[config.mk]
export PLATFORM = sky130hd
export DESIGN_NAME = decode_sequencer_flat
export DESIGN_NICKNAME = d
export VERILOG_FILES = /design/src/rtl/decode_pkg.sv /design/src/rtl/decode_sequencer_if.sv /design/src/rtl/uop_rom.sv /design/src/rtl/decode_sequencer.sv /design/src/flat_wrapper.sv
export SDC_FILE = /design/constraint.sdc
export NUM_CORES = 1
export LEC_CHECK = 0
export ABC_CLOCK_PERIOD_IN_PS = 2100
export BUFFER_PORTS_ARGS = -buffer_cell sky130_fd_sc_hd__buf_2
export CAP_MARGIN = 25
export CORE_ASPECT_RATIO = 2
export CORE_UTILIZATION = 32
export DETAILED_ROUTE_END_ITERATION = 8
export HOLD_SLACK_MARGIN = 0.12
export PLACE_DENSITY_LB_ADDON = 0.05
export SLEW_MARGIN = 20
export SYNTH_ARGS = -nofsm -noshare
export SYNTH_HDL_FRONTEND = slang
export SYNTH_SLANG_ARGS = --single-unit
[constraint.sdc]
create_clock -name clk -period 2.1 [get_ports clk]
set_clock_uncertainty 0.1 [all_clocks]
set_input_delay 0.42 -clock clk [delete_from_list [all_inputs] [get_ports clk]]
set_output_delay 0.42 -clock clk [all_outputs]
set_load 0.01 [all_outputs]
[src/rtl/decode_pkg.sv]
// Shared opcode, flag-position and micro-op definitions for the decode sequencer.
package decode_pkg;

  localparam logic [3:0] OP_ADD = 4'h0;
  localparam logic [3:0] OP_SUB = 4'h1;
  localparam logic [3:0] OP_XOR = 4'h2;
  localparam logic [3:0] OP_NOR = 4'h3;
  localparam logic [3:0] OP_AND = 4'h4;
  localparam logic [3:0] OP_SRL = 4'h5;
  localparam logic [3:0] OP_SRA = 4'h6;
  localparam logic [3:0] OP_JLR = 4'h7;
  localparam logic [3:0] OP_STB = 4'hD;
  localparam logic [3:0] OP_LDB = 4'hE;
  localparam logic [3:0] OP_LDI = 4'hF;

  localparam int unsigned ALU_CI = 7;
  localparam int unsigned ALU_NB = 6;
  localparam int unsigned ALU_IC = 5;
  localparam int unsigned ALU_NA = 4;
  localparam int unsigned ALU_XO = 3;
  localparam int unsigned ALU_NO = 2;
  localparam int unsigned ALU_SR = 1;
  localparam int unsigned ALU_SS = 0;

  localparam int unsigned CTRL_LD  = 0;
  localparam int unsigned CTRL_MR  = 1;
  localparam int unsigned CTRL_MW  = 2;
  localparam int unsigned CTRL_SPC = 3;
  localparam int unsigned CTRL_WPC = 4;

  typedef enum logic [0:0] {StIdle, StIssue} state_e;

  typedef struct packed {
    logic [7:0] alu;
    logic [7:0] ctrl;
    logic       last;
    logic       illegal;
  } uop_t;

  function automatic logic [7:0] flag(input int unsigned pos);
    return 8'd1 << pos;
  endfunction

  function automatic int unsigned num_steps(input logic [3:0] op);
    return (op == OP_JLR || op == OP_LDB) ? 2 : 1;
  endfunction

endpackage

[src/rtl/decode_sequencer_if.sv]
// Fetch-side and execute-side handshake bundle of the decode sequencer.
interface decode_sequencer_if #(
  parameter int unsigned OPC_W     = 4,
  parameter int unsigned ALU_W     = 8,
  parameter int unsigned CTRL_W    = 8,
  parameter int unsigned MAX_STEPS = 2
);
  localparam int unsigned STEP_W = (MAX_STEPS > 1) ? $clog2(MAX_STEPS) : 1;

  logic              in_valid;
  logic              in_ready;
  logic [OPC_W-1:0]  opcode;
  logic              flush;
  logic              out_valid;
  logic              out_ready;
  logic [ALU_W-1:0]  alu_flags;
  logic [CTRL_W-1:0] ctrl_flags;
  logic [STEP_W-1:0] step;
  logic              last;
  logic              illegal;

  modport master (
    output in_valid, opcode, flush, out_ready,
    input  in_ready, out_valid, alu_flags, ctrl_flags, step, last, illegal
  );

  modport slave (
    input  in_valid, opcode, flush, out_ready,
    output in_ready, out_valid, alu_flags, ctrl_flags, step, last, illegal
  );

endinterface

[src/rtl/uop_rom.sv]
// Combinational (opcode, step) -> micro-op lookup; any opcode bit above bit 3 makes it illegal.
module uop_rom
  import decode_pkg::*;
#(
  parameter int unsigned OPC_W  = 4,
  parameter int unsigned STEP_W = 1
) (
  input  logic [OPC_W-1:0]  opcode_i,
  input  logic [STEP_W-1:0] step_i,
  output uop_t              uop_o
);

  logic [3:0] op_lo;
  logic       hi_set;
  logic       second;

  assign op_lo  = opcode_i[3:0];
  assign hi_set = |(opcode_i >> 4);
  assign second = (step_i != '0);

  always_comb begin
    uop_o = '0;
    if (hi_set) begin
      uop_o.illegal = 1'b1;
    end else begin
      case (op_lo)
        OP_ADD: uop_o.alu = '0;
        OP_SUB: uop_o.alu = flag(ALU_CI) | flag(ALU_NB);
        OP_XOR: uop_o.alu = flag(ALU_IC);
        OP_NOR: uop_o.alu = flag(ALU_IC) | flag(ALU_XO) | flag(ALU_NO);
        OP_AND: uop_o.alu = flag(ALU_NB) | flag(ALU_IC) | flag(ALU_NA) | flag(ALU_XO)
                            | flag(ALU_NO);
        OP_SRL: uop_o.alu = flag(ALU_SR);
        OP_SRA: uop_o.alu = flag(ALU_SR) | flag(ALU_SS);
        OP_JLR: uop_o.ctrl = second ? flag(CTRL_WPC) : flag(CTRL_SPC);
        OP_STB: uop_o.ctrl = flag(CTRL_MW);
        OP_LDB: uop_o.ctrl = second ? (flag(CTRL_MR) | flag(CTRL_LD)) : flag(CTRL_MR);
        OP_LDI: uop_o.ctrl = flag(CTRL_LD);
        default: uop_o.illegal = 1'b1;
      endcase
    end
    // Illegal opcodes are always a single step, whatever their low bits say.
    uop_o.last = (32'(step_i) + 32'd1 >= (hi_set ? 32'd1 : num_steps(op_lo)));
  end

endmodule

[src/rtl/decode_sequencer.sv]
// Registered decoder that issues one or more handshaked micro-steps per accepted opcode.
module decode_sequencer
  import decode_pkg::*;
#(
  parameter int unsigned OPC_W     = 4,
  parameter int unsigned ALU_W     = 8,
  parameter int unsigned CTRL_W    = 8,
  parameter int unsigned MAX_STEPS = 2
) (
  input  logic              clk,
  input  logic              rst_n,
  decode_sequencer_if.slave seq_io
);

  localparam int unsigned StepW = (MAX_STEPS > 1) ? $clog2(MAX_STEPS) : 1;

  state_e             state_q, state_d;
  logic [OPC_W-1:0]   op_q, op_d;
  logic [StepW-1:0]   step_q, step_d, step_inc, rom_step;
  logic [OPC_W-1:0]   rom_op;
  uop_t               uop_q, uop_d, rom_uop;
  logic               out_valid, in_ready, accept, advance, retire;

  assign out_valid = (state_q == StIssue);
  assign in_ready  = !out_valid || (seq_io.out_ready && uop_q.last);
  assign accept    = seq_io.in_valid && in_ready && !seq_io.flush;
  assign advance   = out_valid && seq_io.out_ready && !uop_q.last;
  assign retire    = out_valid && seq_io.out_ready && uop_q.last;

  assign step_inc = (step_q == StepW'(MAX_STEPS - 1)) ? step_q : step_q + 1'b1;
  // One lookup serves both a fresh opcode (step 0) and the next step of the held one.
  assign rom_op   = accept ? seq_io.opcode : op_q;
  assign rom_step = accept ? '0 : step_inc;

  uop_rom #(
    .OPC_W  (OPC_W),
    .STEP_W (StepW)
  ) u_uop_rom (
    .opcode_i (rom_op),
    .step_i   (rom_step),
    .uop_o    (rom_uop)
  );

  always_comb begin
    state_d = state_q;
    op_d    = op_q;
    step_d  = step_q;
    uop_d   = uop_q;
    if (seq_io.flush) begin
      state_d = StIdle;
      step_d  = '0;
    end else if (accept) begin
      state_d = StIssue;
      op_d    = seq_io.opcode;
      step_d  = '0;
      uop_d   = rom_uop;
    end else if (advance) begin
      step_d  = step_inc;
      uop_d   = rom_uop;
    end else if (retire) begin
      state_d = StIdle;
    end
  end

  always_ff @(posedge clk or negedge rst_n) begin
    if (!rst_n) begin
      state_q <= StIdle;
      op_q    <= '0;
      step_q  <= '0;
      uop_q   <= '0;
    end else begin
      state_q <= state_d;
      op_q    <= op_d;
      step_q  <= step_d;
      uop_q   <= uop_d;
    end
  end

  assign seq_io.in_ready   = in_ready;
  assign seq_io.out_valid  = out_valid;
  assign seq_io.alu_flags  = ALU_W'(uop_q.alu);
  assign seq_io.ctrl_flags = CTRL_W'(uop_q.ctrl);
  assign seq_io.step       = step_q;
  assign seq_io.last       = uop_q.last;
  assign seq_io.illegal    = uop_q.illegal;

endmodule

[src/flat_wrapper.sv]
// flat-port wrapper written by rule: the top's interface ports become plain ports
module decode_sequencer_flat import decode_pkg::*;
#(
  parameter int unsigned OPC_W     = 4,
  parameter int unsigned ALU_W     = 8,
  parameter int unsigned CTRL_W    = 8,
  parameter int unsigned MAX_STEPS = 2
)
  (clk, rst_n, seq_io_in_valid, seq_io_opcode, seq_io_flush, seq_io_out_ready, seq_io_in_ready, seq_io_out_valid, seq_io_alu_flags, seq_io_ctrl_flags, seq_io_step, seq_io_last, seq_io_illegal);
  decode_sequencer_if #(.OPC_W(OPC_W), .ALU_W(ALU_W), .CTRL_W(CTRL_W), .MAX_STEPS(MAX_STEPS)) seq_io_i ();
  input  logic clk;
  input  logic rst_n;
  input wire logic [$bits(seq_io_i.in_valid)-1:0] seq_io_in_valid;
  input wire logic [$bits(seq_io_i.opcode)-1:0] seq_io_opcode;
  input wire logic [$bits(seq_io_i.flush)-1:0] seq_io_flush;
  input wire logic [$bits(seq_io_i.out_ready)-1:0] seq_io_out_ready;
  output wire logic [$bits(seq_io_i.in_ready)-1:0] seq_io_in_ready;
  output wire logic [$bits(seq_io_i.out_valid)-1:0] seq_io_out_valid;
  output wire logic [$bits(seq_io_i.alu_flags)-1:0] seq_io_alu_flags;
  output wire logic [$bits(seq_io_i.ctrl_flags)-1:0] seq_io_ctrl_flags;
  output wire logic [$bits(seq_io_i.step)-1:0] seq_io_step;
  output wire logic [$bits(seq_io_i.last)-1:0] seq_io_last;
  output wire logic [$bits(seq_io_i.illegal)-1:0] seq_io_illegal;
  assign seq_io_i.in_valid = seq_io_in_valid;
  assign seq_io_i.opcode = seq_io_opcode;
  assign seq_io_i.flush = seq_io_flush;
  assign seq_io_i.out_ready = seq_io_out_ready;
  assign seq_io_in_ready = seq_io_i.in_ready;
  assign seq_io_out_valid = seq_io_i.out_valid;
  assign seq_io_alu_flags = seq_io_i.alu_flags;
  assign seq_io_ctrl_flags = seq_io_i.ctrl_flags;
  assign seq_io_step = seq_io_i.step;
  assign seq_io_last = seq_io_i.last;
  assign seq_io_illegal = seq_io_i.illegal;
  decode_sequencer #(.OPC_W(OPC_W), .ALU_W(ALU_W), .CTRL_W(CTRL_W), .MAX_STEPS(MAX_STEPS)) u_core (.clk(clk), .rst_n(rst_n), .seq_io(seq_io_i));
endmodule
# After elaboration in Yosys (flattened, before gate mapping)
# Index checks and enable logic that the tools add are counted.
[totals]
regBits = 24
output_inout_bits = 21
wordCells = 58
[classes]
add_sub_neg = 2
magnitude_cmp = 1
eq_ne = 11
mux = 18
bitwise = 1
reduce_logical = 18
[op_table]
columns = ["cell", "count"]
rows = [
  ["8-bit case mux with 6 select lines", 1],
  ["18-bit 2-to-1 mux", 2],
  ["5-bit case mux with 4 select lines", 1],
  ["4-bit by 3-bit == test with 1-bit output (second input constant)", 4],
  ["4-bit == test (second input constant)", 3],
  ["1-bit 2-to-1 mux", 11],
  ["11-bit OR reduction", 1],
  ["4-bit by 2-bit == test with 1-bit output (second input constant)", 2],
  ["1-bit logical AND", 6],
  ["3-bit nonzero test", 2],
  ["5-bit 2-to-1 mux", 1],
  ["4-bit by 1-bit == test with 1-bit output (second input constant)", 1],
  ["4-bit logical NOT", 1],
  ["4-bit 2-to-1 mux", 1],
  ["2-bit AND reduction", 2],
  ["1-bit logical NOT", 3],
  ["3-bit by 2-bit inequality test with 1-bit output (second input constant)", 1],
  ["1-bit by 1-bit adder with 2-bit output (second input constant)", 1],
  ["2-bit greater-or-equal comparator", 1],
  ["1-bit logical OR", 2],
  ["2-bit 2-to-1 mux", 1],
  ["2-bit nonzero test", 1],
  ["1-bit adder (second input constant)", 1],
  ["1-bit inverter", 1],
]

# Logic depth before layout (Yosys ltp)
[depth]
word_depth = 11
ltp_mapped = 7
mapped_depth_nobuf = 4

# Modules after synthesis
# Synthesis repeated with hierarchy kept, for this count alone.
[hier_totals]
hier_cells = 97
area_unflattened_um2 = 1219.9
[modules_own_cells]
columns = ["mod", "instances", "cells_each", "area_per_inst_um2", "seq_area_each_um2"]
rows = [
  ["decode_sequencer", 1, 63, 997.2, 600.6],
  ["uop_rom", 1, 34, 222.7, 0.0],
]

# Least setup slack after synthesis
# No wires, ideal clock.
[synth_timing]
path_kind = "input to register"
start = "in seq_io_flush"
end = "reg u_core.uop_q (netlist bit u_core.seq_io.alu_flags[6])"
setup_time_ns = 0.082
arrival_time_ns = 1.620
t_required_ns = 1.918
slack_ns = 0.298
stages = 6
path_buffers = 2
cell_sequence = "nand2b_1 buf_6 or2_1 buf_6 or4_1 a31oi_1"
[synth_via]
elab_chain_cells = 7
[synth_lines]
columns = ["item", "line", "source"]
rows = [
  ["from (decl)", "flat_wrapper.sv:15", "input wire logic [$bits(seq_io_i.flush)-1:0] seq_io_flush;"],
  ["1-bit logical NOT", "decode_sequencer.sv:26", "assign accept = seq_io.in_valid && in_ready && !seq_io.flush;"],
  ["1-bit logical AND", "decode_sequencer.sv:26", ""],
  ["4-bit 2-to-1 mux", "decode_sequencer.sv:32", "assign rom_op = accept ? seq_io.opcode : op_q;"],
  ["4-bit by 3-bit == test with 1-bit output, or another cell as far along", "uop_rom.sv:26", "case (op_lo)"],
  ["8-bit case mux with 6 select lines", "uop_rom.sv:26", ""],
  ["18-bit 2-to-1 mux", "decode_sequencer.sv:57", "end else if (advance) begin"],
  ["18-bit 2-to-1 mux", "decode_sequencer.sv:52", "end else if (accept) begin"],
  ["to (signal assigned)", "decode_sequencer.sv:75", "uop_q <= uop_d;"],
  ["to (decl)", "decode_sequencer.sv:21", "uop_t uop_q, uop_d, rom_uop;"],
]
# Several ways; a longest one is shown, not always the timed one. The select of a mux whose other input is x is not followed.
# A chain may end at the register's enable or synchronous reset.

# Worst setup path in the final report
[layout_timing]
start = "reg u_core.state_q, in the netlist u_core.seq_io.out_valid"
end = "reg u_core.uop_q (netlist bit u_core.seq_io.alu_flags[6])"
[layout_via]
elab_chain_cells = 9
[layout_lines]
columns = ["item", "line", "source"]
rows = [
  ["from (decl)", "decode_sequencer.sv:17", "state_e state_q, state_d;"],
  ["from (signal assigned)", "decode_sequencer.sv:67", "state_q <= StIdle;"],
  ["from (signal assigned)", "decode_sequencer.sv:72", "state_q <= state_d;"],
  ["1-bit logical NOT", "decode_sequencer.sv:25", "assign in_ready = !out_valid || (seq_io.out_ready && uop_q.last);"],
  ["1-bit logical OR", "decode_sequencer.sv:25", ""],
  ["1-bit logical AND (2 in series)", "decode_sequencer.sv:26", ""],
  ["4-bit 2-to-1 mux", "decode_sequencer.sv:32", ""],
  ["4-bit by 3-bit == test with 1-bit output, or another cell as far along", "uop_rom.sv:26", ""],
  ["8-bit case mux with 6 select lines", "uop_rom.sv:26", ""],
  ["18-bit 2-to-1 mux", "decode_sequencer.sv:57", ""],
  ["18-bit 2-to-1 mux", "decode_sequencer.sv:52", ""],
]
# Several ways; a longest one is shown, not always the timed one. The select of a mux whose other input is x is not followed.

==> flow_summary_export.csv <==
group,metric,value,unit
detailed_routing,via_per_inst,5.24,
sta,rsz0062_at_grt,"no",
pwr,sequentialPowerShare,0.494,
clock_network,post-cts-setup-buffers,0,
placed_design,io_buffers,26,
pwr,fin_total_pwr,0.00100,W
placed_design,post-place-ws,0.228,ns
detailed_routing,num_vias,1079,
sta,finalHoldViolations,0,
clock_network,ctsHoldBuffers,1,
setup_path,cp_cell_sequence,"a21boi_1, or2_1, or4_1, a31oi_1",
detailed_routing,drt_wl_total,3.11,mm
pwr,swShare,0.330,
setup_path,start_kind,"flop",
grt,track_usage,0.176,
floorplan,die_x,44.9,um
sta,fin_ws,0.277,ns
detailed_routing,ant_nets,0,
setup_path,reg2reg_from,"u_core.seq_io.out_valid$_DFFE_PN0P_",
pwr,switchingPower,0.000331,W
floorplan,die-area,3940,sq um
clock_network,cts_buffer_depth,2,
final_layout,drive_gt1_frac,0.228,
clock_network,cts.sink_count,20,
grt,grt_pass1_vias,1076,
final_layout,num_antenna_cells,0,
pwr,powerDensity,733,nW/um^2
yosys,synth_top_family_by_area,"simple AND/OR/NAND/NOR gates",
placed_design,placed_area,1320,sq um
yosys,synthMuxAreaShare,0.00850,
sta,tightest_slew,0.499,ns
yosys,yosysWarningCount,0,
yosys,netlist_area,1180,sq um
sta,fmax,548,MHz
sta,setup_viol,0,
clock_network,path_clk_slew,0.07,ns
final_layout,syn2layout_area_growth,16.3,%
yosys,synth.distinct_cells,36,
grt,grt_max_degree,21,
setup_path,worstPathMaxFanout,7,
floorplan,floorplan.rows,30,
clock_network,cts_root_buf,"clkbuf_8",
placed_design,hpwl,2.36,mm
floorplan,core_area,3450,sq um
grt,grt_pass1_wl,5.03,mm
setup_path,path_class,"reg2reg",
sta,hold-worst-slack,0.225,ns
sta,drv_slew,0,
hold_path,hold_start,"seq_io_flush",
setup_path,crit_required,2.18,ns
grt,grt_remaining_overflow,0,
setup_path,cp_slowest_cell,"or4_1",
floorplan,dieHeight,87.8,um
pwr,peakVddDrop,0.000391,V
yosys,synthAdderAreaFrac,0,
clock_network,clock_latency,0.26,ns
setup_path,path_delay_family,"simple AND/OR/NAND/NOR gates",
detailed_routing,wl_per_cell,15.1,um
job,max_cap_viol_count,0,
placed_design,place_congestion,0.840,
clock_network,post_cts_resized,0,
floorplan,ios,30,
final_layout,nFillCells,395,
yosys,synth_compound_area_frac,0.203,
final_layout,stdcell_area,1370,sq um
pwr,internal_power,0.000671,W
hold_path,holdCritPathClass,"in2reg",
detailed_routing,first_iter_violations,57,
run_status,status,"finished clean",
detailed_routing,drt_pre_antenna_iters,5,
yosys,syn_area_per_cell,8.53,sq um
final_layout,nNetsFinal,169,
yosys,synth_xor_area_frac,0.0298,
sta,max_slew_margin,0.659,
clock_network,cts_tree,"done",
pwr,p_leak,0.618,nW
detailed_routing,route.detailed.drc,0,
yosys,ys_seq_area_frac,0.425,
sta,fin_setup_tns,0,ns
pwr,clock_power_share,0.251,
yosys,synthCells,138,
setup_path,worstSetupEndpointType,"flop",
setup_path,critPathBufInv,0,
yosys,synth-seq-cells,20,
sta,period_needed,1.82,ns
grt,antenna_found_initial,0,
sta,fin_crit_sh,0.868,
floorplan,start_util,0.341,
clock_network,cts-buffers-inserted,3,
clock_network,h-tree-depth,1,
setup_path,setup.worst_path.start,"u_core.seq_io.out_valid$_DFFE_PN0P_",
setup_path,cp.arrival,1.90,ns
pwr,p_comb_frac,0.255,
setup_path,slowest_delay,0.49,ns
yosys,yosys.area_share.simple,0.234,
[registers in the layout, indices dropped and copies added, names as in the netlist]
| name | flops |
|---|---|
| u_core.seq_io.alu_flags | 7 |
| u_core.seq_io.ctrl_flags | 5 |
| u_core.seq_io.step | 1 |
| u_core.seq_io.last | 1 |
| u_core.op_q | 4 |
| u_core.seq_io.out_valid | 1 |
| u_core.seq_io.illegal | 1 |
[stage by stage]
| step | cells | util |
|---|---|---|
| 6_report | 206 | 0.396 |
| 3_5_place_dp | 202 | 0.382 |
| 2_1_floorplan | 140 | - |
| 4_1_cts | 206 | 0.396 |
| 5_1_grt | 206 | 0.396 |
| 3_3_place_gp | 202 | 0.382 |
[path summary, 6_finish.rpt]
check / end / slack, ns / cells past startpoint
max: u_core.seq_io.alu_flags[6]$_DFFE_PN0P_ / 0.28 / 4
max reg2reg: u_core.seq_io.alu_flags[6]$_DFFE_PN0P_ / 0.28 / 4
max in group asynchronous: u_core.seq_io.last$_DFFE_PN0P_ / 1.03 / 2
min: u_core.seq_io.out_valid$_DFFE_PN0P_ / 0.23 / 2
min in group asynchronous: u_core.op_q[2]$_DFFE_PN0N_ / 0.54 / 2
min reg2reg: u_core.seq_io.ctrl_flags[2]$_DFFE_PN0P_ / 0.37 / 2
[final cells by class]
cell class              instances  area [sq um]  share of cell area
clock buffers                   3          41.3              0.0302
repair buffers                 32           178               0.130
flip-flops and latches         20           500               0.366
well taps                      48          60.1              0.0439
inverters                       5          18.8              0.0137
multi-input cells              98           571               0.417
[power by group through the flow]
| stage | Clock (W) | Sequential, W | Combinational [W] |
|---|---|---|---|
| finish | 0.000252 | 0.000495 | 0.000255 |
| global route | 0.000279 | 0.000501 | 0.000286 |
| CTS | 0.000265 | 0.000493 | 0.000258 |
| detailed placement | 0 | 0.000501 | 0.000256 |
| global placement | 0 | 0.000499 | 0.000253 |
| floorplan | 0 | 0.000484 | 0.000182 |
[metal layers]
metal / part of all wire / vias up / GRT usage
met1: 0.39 / 513 / 0.189
li1: - / 521 / -
met2: 0.56 / 39 / 0.328
met5: 0 / - / 0
met3: 0.036 / 6 / 0.0206
met4: 0.012 / 0 / 0.0771
[cell families after synthesis]
kind of cell | count (synthesis)
other | 1
multiplexers | 1
XOR/XNOR | 4
flip-flops | 20
AO/OA/AOI/OAI | 36
buffers and inverters | 22
AND/OR/NAND/NOR | 54
[cells in the final DEF, fill, tap and decap left out, types with 3 or more instances in the layout]
master	synthesis	layout
nor2_1	6	6
inv_1	5	5
a21oi_1	5	5
buf_2	1	26
nand2_1	21	21
a41oi_1	3	3
conb_1	1	3
dfrtp_1	20	20
nor4_1	4	4
buf_4	4	5
clkbuf_8	0	3
nor3_1	4	4
o21ai_0	11	11
a31oi_1	5	5
nor2b_1	5	5
nand2b_1	4	4
[cells in the mapped netlist]
cell       instances  share of area
o221a_2            1         0.0096
a21boi_1           1         0.0064
a21oi_1            5          0.021
nand2_1           21          0.067
o221ai_1           2          0.015
nand2b_1           4          0.021
buf_6              2          0.019
or4_1              2          0.013
a31oi_1            5          0.027
nor2_1             6          0.019
nor4_1             4          0.021
o22a_1             2          0.015
and3_1             1         0.0053
nand4_1            1         0.0053
a2111oi_0          2          0.015
buf_1              1         0.0032
or2_2              1         0.0053
buf_2              1         0.0042
or2_1              1         0.0053
conb_1             1         0.0032
mux2i_1            1         0.0085
nor2b_1            5          0.027
xnor2_1            2          0.015
a22oi_1            2          0.013
buf_4              4          0.026
o31ai_1            2          0.013
nor3_1             4          0.017
nand3_1            1         0.0042
nor4b_1            2          0.015
o21ai_0           11          0.047
dfrtp_1           20           0.43
clkbuf_1           9          0.029
a41oi_1            3          0.022
xor2_1             2          0.015
and4b_1            1         0.0085
inv_1              5          0.016
[worst reg2reg max path, stage by stage (launching register included)]
cell and delay [ns]:
dfrtp_1 0.41, a21boi_1 0.18, or2_1 0.37, or4_1 0.49, a31oi_1 0.18
Note: power is estimated with default switching activity, not from simulation.
